[src/rtl/accumulation_buffer_pkg.sv]
// -----------------------------------------------------------------------------
// accumulation_buffer_pkg
//   Shared definitions for the accumulation buffer and its neighbours.
//   - Default lane width and lane count, shared with the mac cell and the
//     systolic array top, so all three agree on the partial-sum vector shape.
//   - Drain FSM state encoding.
// -----------------------------------------------------------------------------
package accumulation_buffer_pkg;

    // Default partial-sum vector shape (one lane per array column)
    localparam int OFMAP_WIDTH_DEF = 8;
    localparam int ARRAY_WIDTH_DEF = 4;

    // Drain FSM states
    typedef logic drain_state_t;
    localparam drain_state_t DRAIN_IDLE   = 1'b0;
    localparam drain_state_t DRAIN_ACTIVE = 1'b1;

endpackage : accumulation_buffer_pkg

[src/rtl/accumulation_buffer_bank.sv]
// -----------------------------------------------------------------------------
// accumulation_bank
//   One bank of the double-buffered accumulator: DEPTH entries of ARRAY_WIDTH
//   lanes, each OFMAP_WIDTH bits, held in flops.
//
// Ports
//   clk         in   clock
//   rst_n       in   synchronous active-low reset, clears every entry
//   wen         in   write enable
//   waddr       in   write entry address
//   accumulate  in   1: entry <= entry + wdata (per lane); 0: entry <= wdata
//   wdata       in   write vector, lane i at [i*OFMAP_WIDTH +: OFMAP_WIDTH]
//   raddr       in   combinational read address
//   rdata       out  mem[raddr]
//   clr         in   clear entry clr_addr to zero
//   clr_addr    in   entry address to clear
// -----------------------------------------------------------------------------
module accumulation_bank
    import accumulation_buffer_pkg::*;
#(
    parameter int OFMAP_WIDTH = OFMAP_WIDTH_DEF,
    parameter int ARRAY_WIDTH = ARRAY_WIDTH_DEF,
    parameter int DEPTH       = 16,
    parameter int ADDR_WIDTH  = $clog2(DEPTH)
) (
    input  logic                               clk,
    input  logic                               rst_n,
    input  logic                               wen,
    input  logic [ADDR_WIDTH-1:0]              waddr,
    input  logic                               accumulate,
    input  logic [ARRAY_WIDTH*OFMAP_WIDTH-1:0] wdata,
    input  logic [ADDR_WIDTH-1:0]              raddr,
    output logic [ARRAY_WIDTH*OFMAP_WIDTH-1:0] rdata,
    input  logic                               clr,
    input  logic [ADDR_WIDTH-1:0]              clr_addr
);

    localparam int VEC_WIDTH = ARRAY_WIDTH * OFMAP_WIDTH;

    logic [VEC_WIDTH-1:0] mem [DEPTH];
    logic [VEC_WIDTH-1:0] wr_vec;

    // Lane-wise two's-complement add. Each lane wraps modulo 2^OFMAP_WIDTH
    // and no carry crosses a lane boundary.
    function automatic logic [VEC_WIDTH-1:0] lane_add(
        input logic [VEC_WIDTH-1:0] a,
        input logic [VEC_WIDTH-1:0] b
    );
        logic [VEC_WIDTH-1:0]          s;
        logic signed [OFMAP_WIDTH-1:0] la;
        logic signed [OFMAP_WIDTH-1:0] lb;
        logic signed [OFMAP_WIDTH-1:0] ls;
        s = '0;
        for (int i = 0; i < ARRAY_WIDTH; i++) begin
            la = a[i*OFMAP_WIDTH +: OFMAP_WIDTH];
            lb = b[i*OFMAP_WIDTH +: OFMAP_WIDTH];
            ls = la + lb;
            s[i*OFMAP_WIDTH +: OFMAP_WIDTH] = ls;
        end
        return s;
    endfunction

    // Read-modify-write: the stored entry is read combinationally so that
    // back-to-back accumulates to one address see the previous edge's result.
    always_comb begin
        wr_vec = wdata;
        if (accumulate) begin
            wr_vec = lane_add(mem[waddr], wdata);
        end
    end

    assign rdata = mem[raddr];

    // A bank is either written or cleared in a given cycle by the top; should
    // both ever hit one entry, the write wins since it is issued last.
    always_ff @(posedge clk) begin
        if (!rst_n) begin
            for (int i = 0; i < DEPTH; i++) begin
                mem[i] <= '0;
            end
        end else begin
            if (clr) begin
                mem[clr_addr] <= '0;
            end
            if (wen) begin
                mem[waddr] <= wr_vec;
            end
        end
    end

endmodule : accumulation_bank

[src/rtl/accumulation_buffer.sv]
// -----------------------------------------------------------------------------
// accumulation_buffer
//   Double-buffered output accumulator placed below the systolic array. One
//   bank accumulates ofmap partial sums (overwrite or add per lane) while the
//   other is drained, entry by entry, over a valid/ready stream. Drained
//   entries are cleared, so a bank always returns to writing all-zero.
//
// Ports
//   clk           in   clock
//   rst_n         in   synchronous active-low reset (clears both banks)
//   wen           in   write a vector into the write bank
//   waddr         in   write entry address
//   accumulate    in   1: add wdata to the stored entry; 0: overwrite
//   wdata         in   lane i at [i*OFMAP_WIDTH +: OFMAP_WIDTH]
//   switch_banks  in   swap bank roles and start a drain (accepted in idle)
//   switch_ready  out  drain idle, a switch is accepted this cycle
//   rdata         out  entry being drained (zero when idle)
//   rvalid        out  rdata valid
//   rready        in   downstream accepts rdata
// -----------------------------------------------------------------------------
module accumulation_buffer
    import accumulation_buffer_pkg::*;
#(
    parameter int OFMAP_WIDTH = OFMAP_WIDTH_DEF,
    parameter int ARRAY_WIDTH = ARRAY_WIDTH_DEF,
    parameter int DEPTH       = 16,
    parameter int ADDR_WIDTH  = $clog2(DEPTH)
) (
    input  logic                               clk,
    input  logic                               rst_n,
    input  logic                               wen,
    input  logic [ADDR_WIDTH-1:0]              waddr,
    input  logic                               accumulate,
    input  logic [ARRAY_WIDTH*OFMAP_WIDTH-1:0] wdata,
    input  logic                               switch_banks,
    output logic                               switch_ready,
    output logic [ARRAY_WIDTH*OFMAP_WIDTH-1:0] rdata,
    output logic                               rvalid,
    input  logic                               rready
);

    localparam int VEC_WIDTH = ARRAY_WIDTH * OFMAP_WIDTH;

    generate
        if (DEPTH < 2 || (DEPTH & (DEPTH - 1)) != 0) begin : g_bad_depth
            $error("accumulation_buffer: DEPTH must be a power of two >= 2");
        end
    endgenerate

    drain_state_t          state;
    drain_state_t          state_next;
    logic                  write_bank;
    logic [ADDR_WIDTH-1:0] drain_addr;

    logic                  switch_accept;
    logic                  handshake;
    logic                  last_entry;

    logic                  bank0_wen;
    logic                  bank1_wen;
    logic                  bank0_clr;
    logic                  bank1_clr;
    logic [VEC_WIDTH-1:0]  bank0_rdata;
    logic [VEC_WIDTH-1:0]  bank1_rdata;
    logic [VEC_WIDTH-1:0]  read_vec;

    assign last_entry = (drain_addr == ADDR_WIDTH'(DEPTH - 1));

    // Writes always follow write_bank as it stands this cycle, so a write
    // issued together with an accepted switch lands in the bank about to be
    // drained.
    assign bank0_wen = wen && (write_bank == 1'b0);
    assign bank1_wen = wen && (write_bank == 1'b1);

    // The read bank is the one not selected by write_bank.
    assign bank0_clr = handshake && (write_bank == 1'b1);
    assign bank1_clr = handshake && (write_bank == 1'b0);
    assign read_vec  = write_bank ? bank0_rdata : bank1_rdata;

    accumulation_bank #(
        .OFMAP_WIDTH (OFMAP_WIDTH),
        .ARRAY_WIDTH (ARRAY_WIDTH),
        .DEPTH       (DEPTH),
        .ADDR_WIDTH  (ADDR_WIDTH)
    ) u_bank0 (
        .clk        (clk),
        .rst_n      (rst_n),
        .wen        (bank0_wen),
        .waddr      (waddr),
        .accumulate (accumulate),
        .wdata      (wdata),
        .raddr      (drain_addr),
        .rdata      (bank0_rdata),
        .clr        (bank0_clr),
        .clr_addr   (drain_addr)
    );

    accumulation_bank #(
        .OFMAP_WIDTH (OFMAP_WIDTH),
        .ARRAY_WIDTH (ARRAY_WIDTH),
        .DEPTH       (DEPTH),
        .ADDR_WIDTH  (ADDR_WIDTH)
    ) u_bank1 (
        .clk        (clk),
        .rst_n      (rst_n),
        .wen        (bank1_wen),
        .waddr      (waddr),
        .accumulate (accumulate),
        .wdata      (wdata),
        .raddr      (drain_addr),
        .rdata      (bank1_rdata),
        .clr        (bank1_clr),
        .clr_addr   (drain_addr)
    );

    // Drain FSM: state register
    always_ff @(posedge clk) begin
        if (!rst_n) begin
            state <= DRAIN_IDLE;
        end else begin
            state <= state_next;
        end
    end

    // Drain FSM: next state
    always_comb begin
        state_next = state;
        case (state)
            DRAIN_IDLE: begin
                if (switch_banks) begin
                    state_next = DRAIN_ACTIVE;
                end
            end
            DRAIN_ACTIVE: begin
                if (rready && last_entry) begin
                    state_next = DRAIN_IDLE;
                end
            end
            default: state_next = DRAIN_IDLE;
        endcase
    end

    // Drain FSM: outputs
    always_comb begin
        switch_ready  = 1'b0;
        switch_accept = 1'b0;
        rvalid        = 1'b0;
        handshake     = 1'b0;
        rdata         = '0;
        case (state)
            DRAIN_IDLE: begin
                switch_ready  = 1'b1;
                switch_accept = switch_banks;
            end
            DRAIN_ACTIVE: begin
                rvalid    = 1'b1;
                rdata     = read_vec;
                handshake = rready;
            end
            default: ;
        endcase
    end

    // Bank select and drain pointer. A switch is only accepted in idle and
    // the pointer only moves on a handshake, so a stalled drain holds rdata.
    always_ff @(posedge clk) begin
        if (!rst_n) begin
            write_bank <= 1'b0;
            drain_addr <= '0;
        end else if (switch_accept) begin
            write_bank <= ~write_bank;
            drain_addr <= '0;
        end else if (handshake) begin
            if (last_entry) begin
                drain_addr <= '0;
            end else begin
                drain_addr <= drain_addr + 1'b1;
            end
        end
    end

endmodule : accumulation_buffer

[config.mk]
export PLATFORM = sky130hd
export DESIGN_NAME = accumulation_buffer
export DESIGN_NICKNAME = d
export VERILOG_FILES = /design/src/rtl/accumulation_buffer_pkg.sv /design/src/rtl/accumulation_buffer_bank.sv /design/src/rtl/accumulation_buffer.sv
export SDC_FILE = /design/constraint.sdc
export NUM_CORES = 2
export LEC_CHECK = 0
export CAP_MARGIN = 20
export CORE_MARGIN = 3
export CORE_UTILIZATION = 35
export CTS_CLUSTER_DIAMETER = 50
export DETAILED_ROUTE_END_ITERATION = 10
export GPL_TIMING_DRIVEN = 0
export SETUP_SLACK_MARGIN = 0.4
export SLEW_MARGIN = 15
export SYNTH_ARGS = -nofsm -noshare
export SYNTH_HDL_FRONTEND = slang
export SYNTH_HIERARCHICAL = 1
export SYNTH_SLANG_ARGS = --single-unit
[constraint.sdc]
create_clock -name clk -period 6.3 [get_ports clk]
set_input_delay 0.63 -clock clk [delete_from_list [all_inputs] [get_ports clk]]
set_output_delay 0.63 -clock clk [all_outputs]
set_load 0.03 [all_outputs]
# Word level (Yosys, flattened, before mapping)
# Memories as Yosys holds them, arrays and structs flattened. A register that Yosys moved wholly into a read port is not among the register bits.
# Cells that the tools add are included.
# totals
reg_bits	6
ramBits	1024
input_bits	42
wordCells	69
memories	2
# classes
n_addsub	9
n_eq_ne	1
muxes	41
bitwise_logic	3
reduce_logical	10
# mem_list
name	depth	word_bits	rd	rd_clocked_by_memory_dff	write_ports	line	source
u_bank0.mem	16	32	2	1	16	accumulation_buffer_bank.sv:40	logic [VEC_WIDTH-1:0] mem [DEPTH];
u_bank1.mem	16	32	2	1	16	accumulation_buffer_bank.sv:40	
# op_table
op	count
$mux W32	8
$reduce_or A32 Y1	4
$add A8 B8 Y8	8
$mux W4	9
$mux W1	23
$logic_and A1 B1 Y1	5
$add A4 B1 Y4 const B	1
$eq A4 B4 Y1 const B	1
$not A1 Y1	3
$pmux W1 S2	1
$reduce_or A2 Y1	1

# Depth between registers and ports, before layout
# logic_depth
depth_word	8
depth_mapped	18
mapped_depth_nobuf	12

# Cells and area by module
# The synthesis kept the hierarchy.
# modules_own_cells
mod	n_inst	cells_each	area_per_inst_um2
accumulation_bank	2	1757	26974.6
accumulation_buffer	1	105	768.2

# Worst setup path after synthesis
# Ideal clock, no wire load.
# synth_timing
path_kind	input to register
start	input waddr[0]
end	memory u_bank0/mem[4][6] in the netlist's numbering (data pin)
arrival_ns	4.589
path_slack_ns	1.444
path_stages	17
path_cell_list	buf_6 > buf_12 > buf_8 > clkbuf_1 > mux4_2 > mux4_2 > ha_1 > inv_1 > fa_1 > nor2b_1 > o21ai_0 > a21boi_0 > o21a_1 > or3_1 > a31oi_1 > clkbuf_1 > nor2_1
# synth_rtl
element	line	source
start, declared	accumulation_buffer.sv:32	input logic [ADDR_WIDTH-1:0] waddr,
end, declared	accumulation_buffer_bank.sv:40	

==> reports/results.tsv <==
metric	value	unit
worst hold margin	0.510	ns
crit-path max cell delay	0.90	ns
Post-Synthesis Cells	3619	
DRT antenna net count	0	
final worst setup slack	0.447	ns
IO Count	76	
CTS resizes	14	
Peak VDD IR	0.282	mV
Post-synth EDFFs	1024	
Starting Density	0.354	
FF-to-FF setup slack	2.08	ns
initial antenna violation count	9	
Filler cells	14000	
root buffer cell	clkbuf_16	
wire per inst	32.1	µm
fmax	171	MHz
area of the multi-input gates	22800	µm²
largest cells by area after synthesis	edfxtp_1, mux4_2, nor2_1, clkbuf_1, mux2i_1	
Area growth syn-to-layout	16.1	%
YS warnings	6	
Initial DRT Pass Iterations	7	
routability cong.	0.906	
GRT Overall Usage	0.238	
fin util	0.410	
vias in the first global route	36700	
final hold viol count	0	
DP Wirelength	132	mm
worst hold stages	4	
Post-Layout Cell Count	6021	
largest net degree at the start of global routing	33	
# setup viols final	0	
Seq/Total Area, Yosys	0.564	
# hold bufs at CTS	0	
Yosys reg bits	1030	
DRC Markers	0	
CTS tree	yes	
CP bufs+invs	3	
fin crit share	0.929	
Worst Hold Class	in2reg	
die extent in x	401	µm
TritonCTS Sinks	1030	
nets	3976	
core area	155000	µm²
pre-CTS setup slack	-1.70	ns
Synth area leader	edfxtp_1	
max cap viols	0	
CP arrival	5.22	ns
# Post-CTS Setup Buffers	0	
Critical Path Stages	7	
1st-iter DRT viols	5171	
Bufs on Longest Clock Path	3	
worst r2r path cells	13	
Syn Nets	3726	
critical path, cell by cell	clkbuf_1 > clkbuf_1 > mux4_2 > mux4_2 > mux2i_1 > nor2_1 > clkdlybuf4s50_1	
Synth async-reset ratio	0	
Final Routed Wirelength	193	mm
Final Max Slew Viols	0	
layout cells sized above 1	0.275	
Finished Cell Area	63500	µm²
CP required	5.67	ns
Synth top area share	0.562	
TNS Setup	0	ns
CTS H-tree lvls	4	
synth unique cells	43	
clock skew	0.0310	ns
Syn Area/Cell	15.1	µm²
clock latency on the worst-skew pair	0.76	ns
slew margin rel.	0.184	
crit path launch type	register	
Crit Path Max Fanout	14	
GRT overflow	0	
Vias	36400	
outcome	completed	
critical path class	reg2out	
Die Ht	401	µm
CP Capture Type	primary output	
Synth Flop Type	edfxtp_1	
Placement Cell Area	59000	µm²
Die ar.	161000	µm²
leak pwr	21.4	nW
I/O Buffers	73	
RSZ-0062 raised after global routing	no	
Via density	6.04	
Register Area	30900	µm²
Top delay family on crit path	buffers and inverters	
Rows	144	
Worst path slowest cell	clkbuf_1	
Worst-Margin Slew	1.22	ns
Mapped Area	54700	µm²
power per standard cell area	281	nW/µm²
Cell Count Post-Placement	5770	
CTS clk-pin slew, worst paths	0.06	ns
clock buffer count from CTS	130	
global-route wire length before repair	270	mm
Final Power	17.9	mW
Min Clock Period, post-route	5.85	ns
layer usage:
metal	wire (µm)	vias up	track usage
met1	71700	18900	0.308
met3	24000	488	0.0725
met4	11600	6	0.132
met5	37	-	0
li1	-	14500	-
met2	86000	2391	0.358
registers in the layout, summed over array words and instances, names as in the netlist:
signal and flops:
state 1, drain_addr 4, u_bank1/mem 512, write_bank 1, u_bank0/mem 512
cell families (layout without fill, tap and decap cells):
logic type,after synthesis,in the layout,share of synthesized area
adder cells (fa/ha/maj),65,65,0.0160
AND/OR/NAND/NOR,1282,1282,0.0942
buffers and inverters,362,712,0.0280
AO/OA/AOI/OAI,128,128,0.0158
multiplexers,710,710,0.275
flip-flops,1030,1030,0.564
other,0,8,0
XOR/XNOR,42,42,0.00727
report_power, final:
part	internal [mW]	leakage (nW)	switching [mW]
clock network	4.52	2.09	3.00
registers	7.79	10.7	0.120
logic	0.897	8.66	1.53
total	13.2	21.4	4.65
Yosys cell counts (all sizes together), types with 4 or more instances:
library cell and n:
nor2b 25, buf 88, clkbuf 237, a21o 8, nand2 91, o31ai 4, inv 37, or3 9
a211oi 4, a31oi 12, nand2b 5, ha 57, and2 4, nor3 12, a21oi 24, mux4 632
fa 8, a221oi 8, a22o 8, nor2 1086, xor2 17, a21boi 8, mux2 6, xnor2 25
o21a 12, dfxtp 6, edfxtp 1024, o21ai 39, nand3 48, mux2i 72
area by class of cell:
class | count | area share
multi-input combinational | 2227 | 0.358
sequential | 1030 | 0.486
tap | 2044 | 0.0403
clock buffer | 154 | 0.0550
inverter | 37 | 0.00219
buffer | 325 | 0.0230
timing repair buffer | 118 | 0.0220
clock inverter | 78 | 0.0127
antenna | 8 | 0.000315
final timing paths:
kind	endpoint	startpoint
setup / recovery	rdata[23]	drain_addr[1]
hold / removal	u_bank1/mem[3][6]	accumulate
setup reg to reg	u_bank1/mem[9][6]	u_bank1/mem[11][0]
hold reg to reg	drain_addr[1]	state
cells in the final DEF (no fill, tap or decap), types with 49 or more instances in the layout:
cell / count
clkbuf_16: 137
mux2i_1: 72
nand2_1: 90
nor2_1: 1026
nor2_2: 60
buf_2: 49
ha_1: 57
clkdlybuf4s50_1: 72
mux4_2: 632
edfxtp_1: 1024
clkbuf_1: 224
worst register-to-register path: cells and delay by family, from the launching register on:
| family | cells | cell delay, ns |
|---|---|---|
| compound gates | 4 | 1.05 |
| mux | 2 | 0.96 |
| buf+inv | 2 | 0.54 |
| fa+ha+maj | 2 | 0.51 |
| simple gates | 3 | 0.48 |
| flops | 1 | 0.39 |
Note: power is estimated with default switching activity, not from simulation.
